`config.mk`:
```
export PLATFORM = sky130hd
export DESIGN_NAME = fir_mac_flat
export DESIGN_NICKNAME = d
export VERILOG_FILES = /design/src/rtl/fir_mac_if.sv /design/src/rtl/fir_mac.sv /design/src/flat_wrapper.sv
export SDC_FILE = /design/constraint.sdc
export NUM_CORES = 1
export LEC_CHECK = 0
export ABC_AREA = 1
export CAP_MARGIN = 10
export CORE_UTILIZATION = 40
export DETAILED_ROUTE_END_ITERATION = 7
export GPL_ROUTABILITY_DRIVEN = 0
export MAX_ROUTING_LAYER = met4
export SETUP_SLACK_MARGIN = 0.4
export SYNTH_ARGS = -nofsm -noshare
export SYNTH_HDL_FRONTEND = slang
export SYNTH_SLANG_ARGS = --single-unit
```
`constraint.sdc`:
```
create_clock -name clk -period 11.9 [get_ports clk]
set_input_delay 2.38 -clock clk [delete_from_list [all_inputs] [get_ports clk]]
set_output_delay 2.38 -clock clk [all_outputs]
set_load 0.02 [all_outputs]
```
`src/rtl/fir_mac_if.sv`:
```
// fir_mac_if: sample/coefficient/result bundle for fir_mac; sat exists only with FIR_SATURATE_EN
interface fir_mac_if #(
   parameter int WIDTH     = 8,
   parameter int TAPS      = 4,
   parameter int OUT_WIDTH = 16
);
   logic signed [WIDTH-1:0]     in;
   logic                        in_valid;
   logic                        in_ready;
   logic                        coef_we;
   logic [$clog2(TAPS)-1:0]     coef_addr;
   logic signed [WIDTH-1:0]     coef_in;
   logic signed [OUT_WIDTH-1:0] out;
   logic                        out_valid;
`ifdef FIR_SATURATE_EN
   logic                        sat;
   modport master (output in, in_valid, coef_we, coef_addr, coef_in,
                   input in_ready, out, out_valid, sat);
   modport slave (input in, in_valid, coef_we, coef_addr, coef_in,
                  output in_ready, out, out_valid, sat);
`else
   modport master (output in, in_valid, coef_we, coef_addr, coef_in,
                   input in_ready, out, out_valid);
   modport slave (input in, in_valid, coef_we, coef_addr, coef_in,
                  output in_ready, out, out_valid);
`endif
endinterface

```
`src/rtl/fir_mac.sv`:
```
// fir_mac: serial single-multiplier FIR stage, one result per TAPS+2 cycles; FIR_SATURATE_EN selects clamping output with sat flag
module fir_mac #(
   parameter int WIDTH     = 8,
   parameter int TAPS      = 4,
   parameter int OUT_WIDTH = 16,
   parameter int SHIFT     = 0
) (
   input logic       clk,
   input logic       reset,
   fir_mac_if.slave  fir
);
   localparam int AW    = $clog2(TAPS);
   localparam int ACC_W = 2 * WIDTH + AW;
   localparam logic [AW-1:0] LAST     = AW'(TAPS - 1);
   localparam logic [AW:0]   TAPS_LIM = (AW + 1)'(TAPS);
   typedef enum logic [1:0] {IDLE, MAC, DONE} state_t;
   state_t                      state, state_nxt;
   logic signed [WIDTH-1:0]     x [TAPS];
   logic signed [WIDTH-1:0]     h [TAPS];
   logic signed [ACC_W-1:0]     acc;
   logic signed [2*WIDTH-1:0]   prod;
   logic [AW-1:0]               idx;
   logic                        accept;
   logic                        coef_ok;
   logic signed [OUT_WIDTH-1:0] res;
   assign accept  = fir.in_valid && fir.in_ready;
   assign coef_ok = fir.coef_we && state == IDLE && {1'b0, fir.coef_addr} < TAPS_LIM;
   assign prod    = x[idx] * h[idx];
`ifdef FIR_SATURATE_EN
   localparam int EW = (ACC_W > OUT_WIDTH ? ACC_W : OUT_WIDTH) + 1;
   localparam logic signed [EW-1:0] MAX_V = (EW'(1) <<< (OUT_WIDTH - 1)) - EW'(1);
   localparam logic signed [EW-1:0] MIN_V = ~MAX_V;
   logic signed [EW-1:0] wide;
   logic                 clip_hi, clip_lo;
   assign wide    = EW'(acc >>> SHIFT);
   assign clip_hi = wide > MAX_V;
   assign clip_lo = wide < MIN_V;
   assign res     = clip_hi ? OUT_WIDTH'(MAX_V) : clip_lo ? OUT_WIDTH'(MIN_V) : OUT_WIDTH'(wide);
`else
   assign res = OUT_WIDTH'(acc >>> SHIFT);
`endif
   // state register
   always_ff @(posedge clk) begin
      if (reset) state <= IDLE;
      else       state <= state_nxt;
   end
   // next state and ready: only IDLE takes samples, MAC runs until the last tap
   always_comb begin
      state_nxt    = IDLE;
      fir.in_ready = 1'b0;
      case (state)
         IDLE: begin
            fir.in_ready = 1'b1;
            state_nxt    = fir.in_valid ? MAC : IDLE;
         end
         MAC:     state_nxt = idx == LAST ? DONE : MAC;
         default: state_nxt = IDLE;
      endcase
   end
   // delay line, coefficient bank, accumulator and registered result
   always_ff @(posedge clk) begin
      if (reset) begin
         for (int i = 0; i < TAPS; i++) begin
            x[i] <= '0;
            h[i] <= '0;
         end
         acc           <= '0;
         idx           <= '0;
         fir.out       <= '0;
         fir.out_valid <= 1'b0;
`ifdef FIR_SATURATE_EN
         fir.sat       <= 1'b0;
`endif
      end else begin
         fir.out_valid <= state == DONE;
         if (coef_ok) h[fir.coef_addr] <= fir.coef_in;
         if (accept) begin
            x[0] <= fir.in;
            for (int k = 1; k < TAPS; k++) x[k] <= x[k-1];
            acc <= '0;
            idx <= '0;
         end
         if (state == MAC) begin
            acc <= acc + ACC_W'(prod);
            idx <= idx + AW'(1);
         end
         if (state == DONE) begin
            fir.out <= res;
`ifdef FIR_SATURATE_EN
            fir.sat <= clip_hi || clip_lo;
`endif
         end
      end
   end
endmodule

```
`src/flat_wrapper.sv`:
```
// flat-port wrapper written by rule: the top's interface ports become plain ports
module fir_mac_flat 
#(
   parameter int WIDTH     = 8,
   parameter int TAPS      = 4,
   parameter int OUT_WIDTH = 16,
   parameter int SHIFT     = 0
)
  (clk, reset, fir_in, fir_in_valid, fir_coef_we, fir_coef_addr, fir_coef_in, fir_in_ready, fir_out, fir_out_valid);
  fir_mac_if #(.WIDTH(WIDTH), .TAPS(TAPS), .OUT_WIDTH(OUT_WIDTH)) fir_i ();
  input logic clk;
  input logic reset;
  input wire logic [$bits(fir_i.in)-1:0] fir_in;
  input wire logic [$bits(fir_i.in_valid)-1:0] fir_in_valid;
  input wire logic [$bits(fir_i.coef_we)-1:0] fir_coef_we;
  input wire logic [$bits(fir_i.coef_addr)-1:0] fir_coef_addr;
  input wire logic [$bits(fir_i.coef_in)-1:0] fir_coef_in;
  output wire logic [$bits(fir_i.in_ready)-1:0] fir_in_ready;
  output wire logic [$bits(fir_i.out)-1:0] fir_out;
  output wire logic [$bits(fir_i.out_valid)-1:0] fir_out_valid;
  assign fir_i.in = fir_in;
  assign fir_i.in_valid = fir_in_valid;
  assign fir_i.coef_we = fir_coef_we;
  assign fir_i.coef_addr = fir_coef_addr;
  assign fir_i.coef_in = fir_coef_in;
  assign fir_in_ready = fir_i.in_ready;
  assign fir_out = fir_i.out;
  assign fir_out_valid = fir_i.out_valid;
  fir_mac #(.WIDTH(WIDTH), .TAPS(TAPS), .OUT_WIDTH(OUT_WIDTH), .SHIFT(SHIFT)) u_core (.clk(clk), .reset(reset), .fir(fir_i));
endmodule
```
* Word-level counts from Yosys, hierarchy flattened
Memories as Yosys holds them, arrays and structs flattened. A register that Yosys moved wholly into a read port is not among the register bits.
Index checks and enable logic that the tools add are counted.
** Cells by class
- Add/subtract/negate cells :: 2
- Multipliers :: 1
- Equal/unequal tests :: 3
- Multiplexer cells :: 27
- Bitwise logic cells :: 4
- Reductions and logical operators :: 5
** Operators with widths (count)
- $mux 8 :: 5
- $mux 18 :: 2
- $add 18x16->18 :: 1
- $mul 8x8->16 :: 1
- $mux 2 :: 8
- $mux 1 :: 11
- $reduce_or 8->1 :: 1
- $eq 2x2->1 const B :: 2
- $or 1x1->1 :: 4
- $pmux 2 s2 :: 1
- $add 2x1->2 const B :: 1
- $eq 2x1->1 const B :: 1
- $logic_and 1x1->1 :: 2
- $logic_not 2->1 :: 1
- $reduce_bool 2->1 :: 1
** Storage, ports and cells
- Register bits after elaboration :: 39
- RAM bits :: 64
- Bits of input ports :: 22
- Output and inout bits :: 18
- Memories :: 2
** Memory list
- u_core.h :: depth 4, width 8, rd ports 1, clocked after Yosys merged registers in 1, write ports 4, RTL line fir_mac.sv:19 : logic signed [WIDTH-1:0] h [TAPS];
- u_core.x :: depth 4, width 8, rd ports 4, clocked after Yosys merged registers in 1, write ports 4, RTL line fir_mac.sv:18 : logic signed [WIDTH-1:0] x [TAPS];

* Logic depth before layout (Yosys ltp)
Gate-level depths: netlist (run 1).
- Depth after elaboration :: 7
- Gate-level depth with buffers :: 27
- Mapped depth without buffers :: 27

* Least setup slack after synthesis (run 1)
Ideal clock, no wire load.
- Kind :: reg-to-reg
- From :: register (tool-made name)
- To :: register u_core.acc[13]
- Library setup time :: 70 ps
- Arrival time :: 5083 ps
- Required time :: 11830 ps
- Slack :: 6746 ps
- Cell stages (with the launch flop) :: 22
- Path buffers :: 1
- Path through :: dfxtp_1 -> buf_6 -> nand2_1 -> a32oi_2 -> inv_2 -> nor2_2 -> inv_1 -> fa_1 -> inv_1 -> fa_1 -> fa_1 -> fa_1 -> fa_1 -> ha_1 -> nand2_1 -> nor3_2 -> nand2_1 -> a21oi_1 -> nor2_1 -> nand2_1 -> nand3_1 -> a21oi_1
** RTL lines
- end signal, assigned :: RTL line fir_mac.sv:84 : acc <= acc + ACC_W'(prod);
- end, declared :: RTL line fir_mac.sv:20 : logic signed [ACC_W-1:0] acc;

==> metrics.md, run 1 <==
| Metric | Value |
|---|---|
| Number of synthesized flops with an enable pin | 64 |
| Max-Slew Margin vs Limit | about 38% |
| Max Slew Vio Count | 0 |
| Asr flop ratio synth | 0% |
| Vias per inst | ~4.8 |
| RSZ-0062 raised after global routing | false |
| Antenna Nets Post-Route | 0 |
| Warnings, synthesis | 0 |
| Critical path class | reg2reg |
| CP Launch Type | register |
| Number of cells on the critical path | 22 |
| CTS Buffer Depth | 2 |
| Arr. time, crit path | 6.32 ns |
| CTS hold repair buffers | 0 |
| Root Driver | clkbuf_16 |
| Resized cells post-CTS | 0 |
| Layout Skew | 0.00720 ns |
| Worst ir drop on vdd | 0.0979 mV |
| Nets | 1004 |
| Core area | 18000 sq um |
| Antenna violations before repair | 0 |
| Die X | ~140 um |
| Required @ worst endpoint | 12.17 ns |
| Register area share after synthesis | 36.9% |
| Vias | 5293 |
| Remaining Overflow, GRT | 0 |
| Drt first pass iters | 4 |
| Critical path's slowest cell | fa_1 |
| Hold path depth | 2 |
| Area grow syn2layout | 12.9% |
| Clock Pin Slew Worst Setup and Hold Paths | about 0.08 ns |
| R2R depth | 22 |
| Power Dens Cells | 178 nW/um^2 |
| Tot GR Track Use | between 10% and 20% |
| Final HPWL DP | 11700 um |
| Die height | 137 um |
| Combinational power share | 49.0% |
| P_int | 0.000848 W |
| Diode count | 0 |
| Pleak | 3.87 nW |
| Worst hold-check path type | reg2reg |
| Wirelength per Cell | 14.3 um |
| Crit-path leading delay family | adder cells |
| Gate Count Post-Synth | 836 |
| Total CTS buffers | 9 |
| Worst-margin pin slew | 0.934 ns |
| Residual DRC count | 0 |
| Share of cells above drive strength 1 | 6.72% |
| CP Max Fanout | between 40 and 50 |
| Clk pwr share | approximately 22% |
| Routed wire length | between 15000 and 20000 um |
| Finished layout cell area | 8280 sq um |
| Post-Syn Area | 7330 sq um |
| Number of global-route vias before repair | 5383 |
| Sw Share | 42.6% |
| First-pass GRT wire length | 26900 um |
| # port buffers | 39 |
| Most common cell on crit path | fa_1 |
| Largest net degree at the start of global routing | 42 |
| Initial core utilization | roughly two fifths |
| # IOs | 40 |
| Placed Area | 7960 sq um |
| Synth Flop Type | edfxtp_1 |
| Crit share post-route | around 51% |
| Syn Nets | 967 |
| Worst path bufs/invs | 5 |
| DR iter-0 viols | 328 |
| Most frequent cells in the layout | inv_1, nand2_1, nor2_1 |
| Synth Register Bits | 103 |
| Worst setup EP type | register |
| Tmin final | 6.04 ns |
| Most common cell after layout, fill and taps aside | inv_1 |
| Max Cap Viol | 0 |
| Sequential Power Share | 29.1% |
| CTS tree | built |
| Run status | finished, final reports clean |
| Library cells used by synthesis | 30 |
| Mapped Avg Cell Area | slightly below 9 sq um |
| Setup_tns | 0 ns |
| Crit-path cells | buf_4 > inv_2 > nand2_1 > a32oi_2 > inv_2 > nor2_2 > inv_1 > fa_1 > inv_1 > fa_1 > fa_1 > fa_1 > fa_1 > ha_1 > nand2_1 > nor3_2 > nand2_1 > a21oi_1 > nor2_1 > nand2_1 > nand3_1 > a21oi_1 |
| Clock latency on the worst-skew pair | 0.36 ns |
| Psw | ~0.00063 W |
| H-Tree Depth | 3 |
| Setup-failing EPs final | 0 |
| Fmax achieved | about 0.17 GHz |
| Clock Sinks | 103 |
| Number of setup buffers added after CTS | 0 |
| Hold Vio Cnt, Final | 0 |
| Std cell rows | between 40 and 50 |
| Slowest Stage Delay on Critical Path | around 0.52 ns |
| Total die area | 18900 sq um |
-- worst min-delay path, cell delays in order (launching register included) --
cell	delay [ns]
dfxtp_1	0.31
nand2_1	0.06
a21oi_1	0.05
-- Yosys cell counts, types with 2 or more instances --
master      n  area [sq um]
nor2_1    143           537
clkbuf_1   10          37.5
a32oi_1     3          26.3
dfxtp_1    39           781
nand3_1    16          80.1
nand4_1     2          12.5
inv_1     159           597
nor3_1      3          15.0
o21bai_1    4          30.0
buf_6       2          22.5
o21ai_0    26           130
inv_2      14          52.6
nor2_2      4          25.0
ha_1       38           475
nand2_2     3          18.8
fa_1       71          1420
buf_2       8          40.0
nand2_1   153           574
edfxtp_1   64          1920
a21oi_1    53           265
a32oi_2    12           195
-- stage by stage --
stage	setup slack (ns)	total power (W)	cells	util [%]	hold slack (ns)
after CTS	5.81	0.00148	1107	46.1	0.466
after global placement	5.96	0.00115	1091	44.3	0.450
after detailed placement	5.83	0.00115	1091	44.3	0.454
after global routing	5.26	0.00162	1107	46.1	0.485
after floorplan	6.75	0.000991	836	-	0.440
final	5.86	0.00148	1107	46.1	0.462
-- final timing paths --
| path | startpoint | endpoint | slack (ns) |
|---|---|---|---|
| hold reg to reg | u_core.acc[2] | u_core.acc[2] | 0.46 |
| setup reg to reg | register | u_core.acc[13] | 5.86 |
| setup / recovery | register | u_core.acc[13] | 5.86 |
| hold / removal | u_core.acc[2] | u_core.acc[2] | 0.46 |
-- kinds of logic (layout without fill, tap and decap cells) --
logic type | Yosys count | after routing | synth area share, %
xor+xnor | 2 | 2 | 0.239
fa+ha+maj | 109 | 109 | 25.9
compound gates | 100 | 100 | 9.05
flops | 103 | 103 | 36.9
simple gates | 328 | 328 | 17.7
buf+inv | 194 | 236 | 10.3
-- final cells by class --
class / instances / area, sq um
sequential: 103 / 2700
multi-input combinational: 539 / 3870
clock inverter: 7 / 91.3
tap: 229 / 287
inverter: 174 / 653
clock buffer: 9 / 225
fill: 1759 / 9690
timing repair buffer: 46 / 443
-- power by group through the flow --
| stage | Sequential, W | Clock, W | Combinational, W |
|---|---|---|---|
| detailed placement | 0.000438 | 0 | 0.000712 |
| global route | 0.000433 | 0.000342 | 0.000846 |
| CTS | 0.000430 | 0.000331 | 0.000723 |
| global placement | 0.000438 | 0 | 0.000711 |
| finish | 0.000429 | 0.000324 | 0.000724 |
| floorplan | 0.000429 | 0 | 0.000562 |
-- flip-flops by register name, summed over array words and instances (netlist names), named ones only --
signal,count
u_core.h,32
u_core.x,32
u_core.acc,16
u_core.fir.out,16
u_core.idx,2
u_core.state,2
u_core.fir.out_valid,1
-- metal layers --
metal | wire length (um) | GRT usage, % | vias to the layer above | part of all wire [%]
li1 | - | - | 2670 | -
met1 | 7750 | 26.7 | 2538 | 49
met2 | 7380 | 30.1 | 76 | 47
met3 | 551 | 3.09 | 9 | 3.5
met4 | 116 | 4.58 | 0 | 0.73
met5 | 0 | - | - | 0
(Power assumes the default switching activity.)
==> run 2, diff against run 1 <==
==> constraint.sdc (replaced) <==
create_clock -name clk -period 5.4 [get_ports clk]
set_input_delay 1.08 -clock clk [delete_from_list [all_inputs] [get_ports clk]]
set_output_delay 1.08 -clock clk [all_outputs]
set_load 0.02 [all_outputs]
==> metrics.md, run 2 (synthesized netlist as in run 1, its figures left out) <==
| Metric | Value |
|---|---|
| Run status | finished, final reports clean |
| Pleak | 4.20 nW (+8.6%) |
| Total CTS buffers | 9 (unchanged) |
| Max Cap Viol | 0 (unchanged) |
| Largest net degree at the start of global routing | 33 (-21%) |
| Final HPWL DP | 12500 um (+6.1%) |
| Drt first pass iters | 5 (+1) |
| CTS tree | built |
| Largest registers | u_core.h: 32 flops, u_core.x: 32 flops |
| Layout Skew | 0.0108 ns (+0.00359 ns) |
| Nets | 1054 (+5.0%) |
| Reg area | 2710 sq um (+0.19%) |
| Hold Vio Cnt, Final | 0 (unchanged) |
| Worst setup EP type | register |
| Share of cells above drive strength 1 | 19.6% (+13 points) |
| Die X | 137 um (unchanged) |
| Fmax achieved | 0.201 GHz (+21%) |
| Finished layout cell area | 9290 sq um (+12%) |
| Clock latency on the worst-skew pair | 0.37 ns (about the same) |
| Diode count | 0 (unchanged) |
| Worst ir drop on vdd | 0.230 mV (+140%) |
| Antenna violations before repair | 0 (unchanged) |
| CP Max Fanout | 8 (-80%) |
| Required @ worst endpoint | 5.70 ns (-6.47 ns) |
| Root Driver | clkbuf_16 |
| Max-Slew Margin vs Limit | 42.6% (+5.0 points) |
| # IOs | 40 (unchanged) |
| Tot GR Track Use | 20.5% (+1.0 points) |
| Fin util | 51.7% (+5.6 points) |
| Pre-CTS setup slack | 0.109 ns (-5.72 ns) |
| Number of global-route vias before repair | 5653 (+5.0%) |
| Core area | 18000 sq um (unchanged) |
| RSZ-0062 raised after global routing | true |
| Residual DRC count | 0 (unchanged) |
| Worst hold-check path type | reg2reg |
| Arr. time, crit path | 5.27 ns (-1.05 ns) |
| Multi-input combinational cell area | 4340 sq um (+12%) |
| H-Tree Depth | 3 (unchanged) |
| Setup-failing EPs final | 0 (unchanged) |
| Power Dens Cells | 403 nW/um^2 (+130%) |
| # port buffers | 39 (unchanged) |
| CTS Buffer Depth | 2 (unchanged) |
| Routed wire length | 17300 um (+9.7%) |
| Setup_tns | 0 ns (unchanged) |
| Antenna Nets Post-Route | 0 (unchanged) |
| Tmin final | 4.98 ns (-1.07 ns) |
| Hold_ws | 0.463 ns (+0.00149 ns) |
| Max Slew Vio Count | 0 (unchanged) |
| Most frequent cells in the layout | inv_1, nand2_1, nor2_1 |
| Total die area | 18900 sq um (unchanged) |
| DR iter-0 viols | 318 (-3.0%) |
| Vias | 5667 (+7.1%) |
| Die height | 137 um (unchanged) |
| Area grow syn2layout | 26.7% |
| Remaining Overflow, GRT | 0 (unchanged) |
| Crit share post-route | 92.1% (+41 points) |
| Placed Area | 8150 sq um (+2.4%) |
| Fillers | 1632 (-7.2%) |
| Final WS setup | 0.424 ns (-5.43 ns) |
| Clock Pin Slew Worst Setup and Hold Paths | 0.08 ns (about the same) |
| Critical path class | reg2reg |
| Clock Sinks | 103 (unchanged) |
| Worst-margin pin slew | 0.858 ns (-0.0758 ns) |
| Vias per inst | 4.90 (+2.4%) |
| Wirelength per Cell | 15.0 um (+4.9%) |
| Std cell rows | 49 (unchanged) |
| CP Launch Type | register |
| Initial core utilization | 40.8% (unchanged) |
| First-pass GRT wire length | 28400 um (+5.6%) |
| Most common cell after layout, fill and taps aside | inv_1 |
run 2: per-stage QoR:
stage	instances	power (W)
2_1_floorplan	836	0.00218
3_3_place_gp	1111	0.00257
3_5_place_dp	1111	0.00258
4_1_cts	1139	0.00349
5_1_grt	1157	0.00406
6_report	1157	0.00374
run 2: cell type report:
class | count | area share, %
multi-input combinational | 539 | 46.7
sequential | 103 | 29.2
timing repair buffer | 95 | 10.3
inverter | 174 | 7.20
tap | 229 | 3.09
clock buffer | 9 | 2.43
clock inverter | 7 | 0.957
timing repair inverter | 1 | 0.0943
run 2: power breakdown:
part | switching, W | leakage (nW) | total (W) | internal, W
clock | 0.000353 | 0.153 | 0.000688 | 0.000335
combinational | 0.00118 | 3.05 | 0.00210 | 0.000917
sequential | 0.0000491 | 0.999 | 0.000949 | 0.000900
run 2: worst max-delay path, cell delays in order (launching register included):
cell and delay (ns):
dfxtp_4 0.37, buf_12 0.15, clkinv_8 0.06, buf_4 0.11, nand2_1 0.06, a32oi_2 0.23
inv_2 0.09, nor2_4 0.12, inv_1 0.06, fa_1 0.49, inv_1 0.04, fa_1 0.48
fa_1 0.54, fa_1 0.44, fa_2 0.50, ha_4 0.32, nand2_4 0.06, nor3_4 0.20
nand2_2 0.09, a21oi_2 0.13, nor2_1 0.06, nand2_1 0.06, nand3_1 0.07, a21oi_1 0.16
run 2: timing repair:
action / in CTS / in global routing
hold buffers: 0 / 0
gates cloned: 0 / 5
endpoints found under the setup margin: 9 / 11
gates resized for setup: 27 / 91
buffers inserted: 12 / 13
pin swaps: 15 / 46
run 2: worst paths after layout:
kind                 start             end  slack (ns)  cells after the start
min          u_core.acc[2]   u_core.acc[2]        0.46                      2
max reg2reg       register  u_core.acc[13]        0.42                     23
min reg2reg  u_core.acc[2]   u_core.acc[2]        0.46                      2
max               register  u_core.acc[13]        0.42                     23
run 2: routing by layer:
| layer | wire (um) | vias up | global-route usage, % |
|---|---|---|---|
| met5 | 0 | - | - |
| met3 | 717 | 18 | 3.35 |
| met4 | 227 | 0 | 5.43 |
| met2 | 8150 | 138 | 32.3 |
| met1 | 8230 | 2729 | 27.4 |
| li1 | - | 2782 | - |
